[src/rtl/upb_tcam_entry_writer_if.sv]
`default_nettype none
// ============================================================================
// Module   : upb_tcam_entry_writer_if
// Brief    : Command and TCAM-programming bus between requester, writer and entry.
//            cmd_inv exists only when UPB_TCAM_WRITER_INVALIDATE_EN is defined.
// Revision : 1.0  initial release
// ============================================================================
interface upb_tcam_entry_writer_if #(
    parameter int SRL_SIZE    = 32,
    parameter int TCAM_WIDTH  = 49,
    parameter int INPUT_WIDTH = 32
);
    localparam int c_AW  = $clog2(SRL_SIZE);
    localparam int c_KW  = c_AW * TCAM_WIDTH;
    localparam int c_NCH = (TCAM_WIDTH + INPUT_WIDTH - 1) / INPUT_WIDTH;
    localparam int c_CW  = (c_NCH > 1) ? $clog2(c_NCH) : 1;

    logic                   cmd_valid;
    logic                   cmd_ready;
    logic [c_KW-1:0]        cmd_value;
    logic [c_KW-1:0]        cmd_mask;
`ifdef UPB_TCAM_WRITER_INVALIDATE_EN
    logic                   cmd_inv;
`endif
    logic [INPUT_WIDTH-1:0] tcam_wdata;
    logic [c_CW-1:0]        tcam_waddr;
    logic                   tcam_wen;
    logic                   entry_valid;
    logic                   done;

`ifdef UPB_TCAM_WRITER_INVALIDATE_EN
    modport master (
        output cmd_valid, cmd_value, cmd_mask, cmd_inv,
        input  cmd_ready, tcam_wdata, tcam_waddr, tcam_wen, entry_valid, done
    );
    modport slave (
        input  cmd_valid, cmd_value, cmd_mask, cmd_inv,
        output cmd_ready, tcam_wdata, tcam_waddr, tcam_wen, entry_valid, done
    );
`else
    modport master (
        output cmd_valid, cmd_value, cmd_mask,
        input  cmd_ready, tcam_wdata, tcam_waddr, tcam_wen, entry_valid, done
    );
    modport slave (
        input  cmd_valid, cmd_value, cmd_mask,
        output cmd_ready, tcam_wdata, tcam_waddr, tcam_wen, entry_valid, done
    );
`endif
endinterface
`default_nettype wire

[src/rtl/upb_tcam_entry_writer.sv]
`default_nettype none
// ============================================================================
// Module   : upb_tcam_entry_writer
// Brief    : Shifts a (value, mask) rule into an SRL-based TCAM entry as
//            per-address match truth tables. Optional: UPB_TCAM_WRITER_INVALIDATE_EN.
// Revision : 1.0  initial release
// ============================================================================
module upb_tcam_entry_writer #(
    parameter int SRL_SIZE    = 32,
    parameter int TCAM_WIDTH  = 49,
    parameter int INPUT_WIDTH = 32
) (
    input wire                     CLK,
    input wire                     RST,
    upb_tcam_entry_writer_if.slave bus
);
    localparam int c_AW   = $clog2(SRL_SIZE);
    localparam int c_KW   = c_AW * TCAM_WIDTH;
    localparam int c_NCH  = (TCAM_WIDTH + INPUT_WIDTH - 1) / INPUT_WIDTH;
    localparam int c_CW   = (c_NCH > 1) ? $clog2(c_NCH) : 1;
    localparam int c_PADW = c_NCH * INPUT_WIDTH;

    localparam logic [c_AW-1:0] c_LAST_STEP  = c_AW'(SRL_SIZE - 1);
    localparam logic [c_CW-1:0] c_LAST_CHUNK = c_CW'(c_NCH - 1);

    typedef enum logic [1:0] {
        S_IDLE  = 2'd0,
        S_SHIFT = 2'd1,
        S_DONE  = 2'd2
    } state_t;

    state_t                 r_state;
    state_t                 w_nxt_state;
    logic [c_AW-1:0]        r_step;
    logic [c_AW-1:0]        w_nxt_step;
    logic [c_CW-1:0]        r_chunk;
    logic [c_CW-1:0]        w_nxt_chunk;

    logic [c_KW-1:0]        r_value;
    logic [c_KW-1:0]        r_mask;
    logic [c_KW-1:0]        w_val_src;
    logic [c_KW-1:0]        w_msk_src;
    logic                   w_inv_src;

    logic                   r_ready;
    logic                   r_wen;
    logic [INPUT_WIDTH-1:0] r_wdata;
    logic [c_CW-1:0]        r_waddr;
    logic                   r_entry_valid;
    logic                   r_done;

    logic                   w_accept;
    logic [TCAM_WIDTH-1:0]  w_fmatch;
    logic [c_PADW-1:0]      w_pad;
    logic [INPUT_WIDTH-1:0] w_lanes;

    assign w_accept = bus.cmd_valid & r_ready;

    // The first output cycle is computed in the accept cycle, before the
    // latched copy exists, so the command bus feeds the datapath directly then.
    assign w_val_src = w_accept ? bus.cmd_value : r_value;
    assign w_msk_src = w_accept ? bus.cmd_mask  : r_mask;

`ifdef UPB_TCAM_WRITER_INVALIDATE_EN
    logic r_inv;

    assign w_inv_src = w_accept ? bus.cmd_inv : r_inv;

    always_ff @(posedge CLK) begin
        if (RST) begin
            r_inv <= 1'b0;
        end else if (w_accept) begin
            r_inv <= bus.cmd_inv;
        end
    end
`else
    assign w_inv_src = 1'b0;
`endif

    always_ff @(posedge CLK) begin
        if (w_accept) begin
            r_value <= bus.cmd_value;
            r_mask  <= bus.cmd_mask;
        end
    end

    always_ff @(posedge CLK) begin
        if (RST) begin
            r_state <= S_IDLE;
            r_step  <= '0;
            r_chunk <= '0;
        end else begin
            r_state <= w_nxt_state;
            r_step  <= w_nxt_step;
            r_chunk <= w_nxt_chunk;
        end
    end

    // Steps count down because the first bit shifted ends at the deepest SRL index.
    always_comb begin
        w_nxt_state = r_state;
        w_nxt_step  = r_step;
        w_nxt_chunk = r_chunk;
        case (r_state)
            S_IDLE: begin
                if (w_accept) begin
                    w_nxt_state = S_SHIFT;
                    w_nxt_step  = c_LAST_STEP;
                    w_nxt_chunk = '0;
                end
            end
            S_SHIFT: begin
                if (r_step == '0) begin
                    if (r_chunk == c_LAST_CHUNK) begin
                        w_nxt_state = S_DONE;
                    end else begin
                        w_nxt_chunk = r_chunk + c_CW'(1);
                        w_nxt_step  = c_LAST_STEP;
                    end
                end else begin
                    w_nxt_step = r_step - c_AW'(1);
                end
            end
            S_DONE: begin
                w_nxt_state = S_IDLE;
            end
            default: begin
                w_nxt_state = S_IDLE;
            end
        endcase
    end

    generate
        for (genvar f = 0; f < TCAM_WIDTH; f++) begin : g_field
            assign w_fmatch[f] =
                ((w_nxt_step ^ w_val_src[f*c_AW +: c_AW]) & w_msk_src[f*c_AW +: c_AW]) == '0;
        end
    endgenerate

    // Lanes past the last field stay zero via the padding above TCAM_WIDTH.
    always_comb begin
        w_pad                   = '0;
        w_pad[TCAM_WIDTH-1:0]   = w_fmatch & ~{TCAM_WIDTH{w_inv_src}};
    end

    assign w_lanes = w_pad[int'(w_nxt_chunk) * INPUT_WIDTH +: INPUT_WIDTH];

    always_ff @(posedge CLK) begin
        if (RST) begin
            r_ready       <= 1'b1;
            r_wen         <= 1'b0;
            r_wdata       <= '0;
            r_waddr       <= '0;
            r_entry_valid <= 1'b0;
            r_done        <= 1'b0;
        end else begin
            r_ready <= (w_nxt_state == S_IDLE);
            r_wen   <= (w_nxt_state == S_SHIFT);
            r_waddr <= (w_nxt_state == S_SHIFT) ? w_nxt_chunk : '0;
            r_wdata <= (w_nxt_state == S_SHIFT) ? w_lanes : '0;
            r_done  <= (w_nxt_state == S_DONE);
            if (w_accept) begin
                r_entry_valid <= 1'b0;
            end else if (w_nxt_state == S_DONE) begin
                r_entry_valid <= ~w_inv_src;
            end
        end
    end

    assign bus.cmd_ready   = r_ready;
    assign bus.tcam_wen    = r_wen;
    assign bus.tcam_wdata  = r_wdata;
    assign bus.tcam_waddr  = r_waddr;
    assign bus.entry_valid = r_entry_valid;
    assign bus.done        = r_done;

endmodule
`default_nettype wire

[src/flat_wrapper.sv]
// flat-port wrapper written by rule: the top's interface ports become plain ports
module upb_tcam_entry_writer_flat 
#(
    parameter int SRL_SIZE    = 32,
    parameter int TCAM_WIDTH  = 49,
    parameter int INPUT_WIDTH = 32
)
  (CLK, RST, bus_cmd_valid, bus_cmd_value, bus_cmd_mask, bus_cmd_ready, bus_tcam_wdata, bus_tcam_waddr, bus_tcam_wen, bus_entry_valid, bus_done);
  upb_tcam_entry_writer_if #(.SRL_SIZE(SRL_SIZE), .TCAM_WIDTH(TCAM_WIDTH), .INPUT_WIDTH(INPUT_WIDTH)) bus_i ();
  input wire CLK;
  input wire RST;
  input wire logic [$bits(bus_i.cmd_valid)-1:0] bus_cmd_valid;
  input wire logic [$bits(bus_i.cmd_value)-1:0] bus_cmd_value;
  input wire logic [$bits(bus_i.cmd_mask)-1:0] bus_cmd_mask;
  output wire logic [$bits(bus_i.cmd_ready)-1:0] bus_cmd_ready;
  output wire logic [$bits(bus_i.tcam_wdata)-1:0] bus_tcam_wdata;
  output wire logic [$bits(bus_i.tcam_waddr)-1:0] bus_tcam_waddr;
  output wire logic [$bits(bus_i.tcam_wen)-1:0] bus_tcam_wen;
  output wire logic [$bits(bus_i.entry_valid)-1:0] bus_entry_valid;
  output wire logic [$bits(bus_i.done)-1:0] bus_done;
  assign bus_i.cmd_valid = bus_cmd_valid;
  assign bus_i.cmd_value = bus_cmd_value;
  assign bus_i.cmd_mask = bus_cmd_mask;
  assign bus_cmd_ready = bus_i.cmd_ready;
  assign bus_tcam_wdata = bus_i.tcam_wdata;
  assign bus_tcam_waddr = bus_i.tcam_waddr;
  assign bus_tcam_wen = bus_i.tcam_wen;
  assign bus_entry_valid = bus_i.entry_valid;
  assign bus_done = bus_i.done;
  upb_tcam_entry_writer #(.SRL_SIZE(SRL_SIZE), .TCAM_WIDTH(TCAM_WIDTH), .INPUT_WIDTH(INPUT_WIDTH)) u_core (.CLK(CLK), .RST(RST), .bus(bus_i));
endmodule
[config.mk]
export PLATFORM = sky130hd
export DESIGN_NAME = upb_tcam_entry_writer_flat
export DESIGN_NICKNAME = d
export VERILOG_FILES = /design/src/rtl/upb_tcam_entry_writer_if.sv /design/src/rtl/upb_tcam_entry_writer.sv /design/src/flat_wrapper.sv
export SDC_FILE = /design/constraint.sdc
export NUM_CORES = 1
export LEC_CHECK = 0
export ABC_AREA = 1
export BUFFER_PORTS_ARGS = -buffer_cell sky130_fd_sc_hd__buf_2
export CAP_MARGIN = 20
export CORE_MARGIN = 5
export CORE_UTILIZATION = 45
export DETAILED_ROUTE_END_ITERATION = 8
export HOLD_SLACK_MARGIN = 0.12
export PLACE_DENSITY = 0.72
export SYNTH_ARGS = -nofsm -noshare
export SYNTH_HDL_FRONTEND = slang
export SYNTH_SLANG_ARGS = --single-unit
[constraint.sdc]
create_clock -name CLK -period 5.1 [get_ports CLK]
set_input_delay 0.765 -clock CLK [delete_from_list [all_inputs] [get_ports CLK]]
set_output_delay 0.765 -clock CLK [all_outputs]
set_load 0.02 [all_outputs]
==> impl_results.md <==
* CTS sink cnt at 535
* Post-synthesis sequential area ratio at 47.26%
* Synth Cell Area at 22660 um^2
* Global Route Usage Sum at 29.28%
* Setup crit start: u_core.r_step[0]$_SDFF_PP0_
* Dpl cells at 4302
* Worst Reg-to-Reg Cells at 11
* Max Slew Vio Count at 0
* Initial antenna violation count at 24
* Total CTS buffers at 55
* Final worst setup slack at 1718 ps
* Post-route ant nets at 0
* Worst VDD drop at 0.0003641 V
* Final-layout fill cell count at 4906
* Register area at 10710 um^2
* Final worst-path cycle share at 66.32%
* Share of layout cells above drive strength 1 at 23.18%
* Post-Route WL at 84550 um
* CP Cell Sequence: inv_1, ha_1, inv_1, nand2_2, nand2_2, buf_4, o21ai_0, a21oi_1, nor2_1, nand3_1, nor2_1
* PwrDens at 434.1 nW/um^2
* RSZ-0062 raised after global routing: false
* RR Endpoint: u_core.bus.tcam_wdata[25]$_SDFF_PP0_
* Vias in the first global route at 20980
* Max-cap viol count at 0
* Clock power frac at 34.0%
* Post-Layout Cell Count at 4402
* Worst EP required at 5640 ps
* CP Capture Point: u_core.bus.tcam_wdata[25]$_SDFF_PP0_
* CP max stage delay at 710 ps
* Grt ovf at 0
* Sequential share of power at 41.7%
* Synth Area per Inst at 6.956 um^2
* Post-route DRC at 0
* Largest family of logic cells by synthesized area: simple AND/OR/NAND/NOR gates
* Unique masters post-synth at 31
* Commonest non-fill, non-tap cell in the layout: nand2_1
* Gate power share at 24.3%
* Post-synthesis compound-gate area fraction at 6.438%
* Slew @ Worst Pin at 1046 ps
* Cells after Synth at 3258
* Internal power at 8.061 mW
* CTS Buffer Depth at 3
* Worst reg2reg startpoint: u_core.r_step[0]$_SDFF_PP0_
* CTS tree: done
* Post-CTS setup buffer count at 0
* IO Port Bufs at 529
* Simple-Gate Fraction of Synth Area at 37.74%
* Slowest CP cell: nand2_2
* Die width at 234.4 um
* Post-synthesis mux area share at 0.5300%
* Die area at 54950 um^2
* First-pass GRT wire length at 122900 um
* Relative slew margins at 30.25%
* GP Congestion at 0.8927
* Io pins at 530
* Most frequent cells in the layout: nand2_1 (1261), dfxtp_1 (535), buf_2 (529), nand3_1 (342), inv_1 (237)
* Most used DFF post-synth: dfxtp_1
* Footprint of the multi-input gates at 10190 um^2
* Pleak at 14.17 nW
* Setup violations, final at 0
* Synth Area in XOR/XNOR at 0%
* Skew final at 35.03 ps
* Crit path max fanout at 39
* Cts hold-fix bufs at 0
* Worst skew pair latency at 610 ps
* Synth warn at 0
* FFs w/ async S/R, synth at 0%
* Largest net degree at the start of global routing at 237
* Maximum clock rate at 295.7 MHz
* Die Y at 234.4 um
* Final hold violation count at 0
* Power, Total at 11.86 mW
* Crit path capture type: flip-flop
* Status: complete, no violations
* Worst-path clk slew at 60 ps
* Final min period at 3382 ps
* Net Count, Synth at 3752
* Core region area at 49970 um^2
* Area Overhead vs Synth at 20.57%
* Worst hold-check path type: primary input to flip-flop
* # rows at 82
* Setup_tns at 0 ps
* Post-cts gate resize count at 0
* Fin nets at 4181
* Vias per inst at 5.034
* First-pass iteration count of the detailed router at 6
* Post-place setup slack at 1612 ps
* Post-DR wirelength/cell at 19.21 um
* Clock root cell: clkbuf_16
* Synth Area in Adders at 0.05521%
* Initial detailed-routing violation count at 2248
* HPWL after DPL at 60830 um
* Psw at 3.800 mW
* R2R setup slack at 1720 ps
* H-tree level count at 2
* FF+latch count, synth at 535
* Setup CP Type: flip-flop to flip-flop
* Initial Utilization at 45.35%
* Switching share of total power at 32.04%
* Count of flip-flops with a built-in enable after synthesis at 0
* Vias post-DR at 22160
* Worst Setup Start Kind: flip-flop
* Critical path data arrival time at 3920 ps
## layout make-up
cell class / instances / area share, %
sequential: 535 / 39.20
antenna: 7 / 0.06411
multi-input combinational: 2298 / 37.30
clock inverter: 15 / 0.8700
tap: 672 / 3.077
clock buffer: 78 / 5.609
inverter: 246 / 3.407
timing repair buffer: 551 / 10.48
## layer usage
metal	routed length (um)	track usage [%]
met1	33300	36.06
met5	187	0
met4	4373	14.12
met3	7341	7.176
met2	39350	48.30
## kinds of logic (layout without fill, tap and decap cells)
family	count (synthesis)	in the layout
flops	535	535
mux	12	12
buf+inv	425	890
simple gates	2008	2008
compound gates	277	277
fa+ha+maj	1	1
other cells	0	7
## synthesized netlist by cell type, types with 2 or more instances
master | count | share of area (%)
inv_2 | 8 | 0.13
mux2i_1 | 12 | 0.53
buf_1 | 4 | 0.066
nor2_1 | 180 | 3.0
nand4_1 | 11 | 0.30
a31oi_1 | 7 | 0.19
buf_6 | 7 | 0.35
nand2_2 | 8 | 0.22
buf_2 | 82 | 1.8
o21ai_0 | 190 | 4.2
o21ai_1 | 25 | 0.55
nand3_2 | 2 | 0.088
nand2_1 | 1265 | 21
inv_1 | 237 | 3.9
nand2_4 | 2 | 0.099
a21oi_2 | 17 | 0.66
nand3b_1 | 4 | 0.13
nor2_2 | 2 | 0.055
a21oi_1 | 38 | 0.84
nand3_1 | 345 | 7.6
clkbuf_1 | 70 | 1.2
dfxtp_1 | 535 | 47
or2_2 | 185 | 5.1
buf_4 | 15 | 0.50
## flip-flops by register name, summed over array words and instances (netlist names)
name and cells:
u_core.bus.tcam_wen 1, u_core.bus.tcam_waddr 1, u_core.r_mask 245, u_core.bus.entry_valid 1, u_core.r_state 2, u_core.bus.done 1
u_core.bus.tcam_wdata 32, u_core.r_step 5, u_core.r_value 245, u_core.bus.cmd_ready 1, u_core.r_chunk 1
## power groups by stage
stage,Combinational (mW),Clock [mW],Sequential (mW)
after detailed placement,2.83,0,5.04
after global routing,3.19,4.24,5.00
after floorplan,1.84,0,5.03
after CTS,2.85,4.07,4.95
final,2.88,4.03,4.95
after global placement,2.80,0,5.02
## worst max-delay path, delay by kind of cell, from the launching register on
family                     cells  cell delay [ps]
AOI/OAI and AO/OA              2              240
adders and majority gates      1              280
DFF                            1              310
buffers and inverters          3              600
and+or+nand+nor                5             1870
## worst min path at each step
stage / to / slack, ps / start / cells after the start
4_1_cts: u_core.r_mask[96]$_DFF_P_ / 340 / bus_cmd_mask[96] / 3
6_report: u_core.r_mask[96]$_DFF_P_ / 370 / bus_cmd_mask[96] / 3
2_1_floorplan: u_core.r_mask[103]$_DFF_P_ / 420 / u_core.r_mask[103]$_DFF_P_ / 2
3_3_place_gp: u_core.r_mask[148]$_DFF_P_ / 430 / u_core.r_mask[148]$_DFF_P_ / 2
3_5_place_dp: u_core.r_mask[103]$_DFF_P_ / 430 / u_core.r_mask[103]$_DFF_P_ / 2
5_1_grt: u_core.r_mask[152]$_DFF_P_ / 360 / bus_cmd_mask[152] / 3
## metrics by stage
step	utilization, %	cell area [um^2]	hold WS, ps
after floorplan	-	22660	416.8
after global routing	54.66	27310	358.0
after CTS	54.65	27310	337.7
final	54.69	27320	373.6
after global placement	51.11	25540	430.0
after detailed placement	51.11	25540	433.6
No activity file was read; power rests on OpenSTA's default activity.
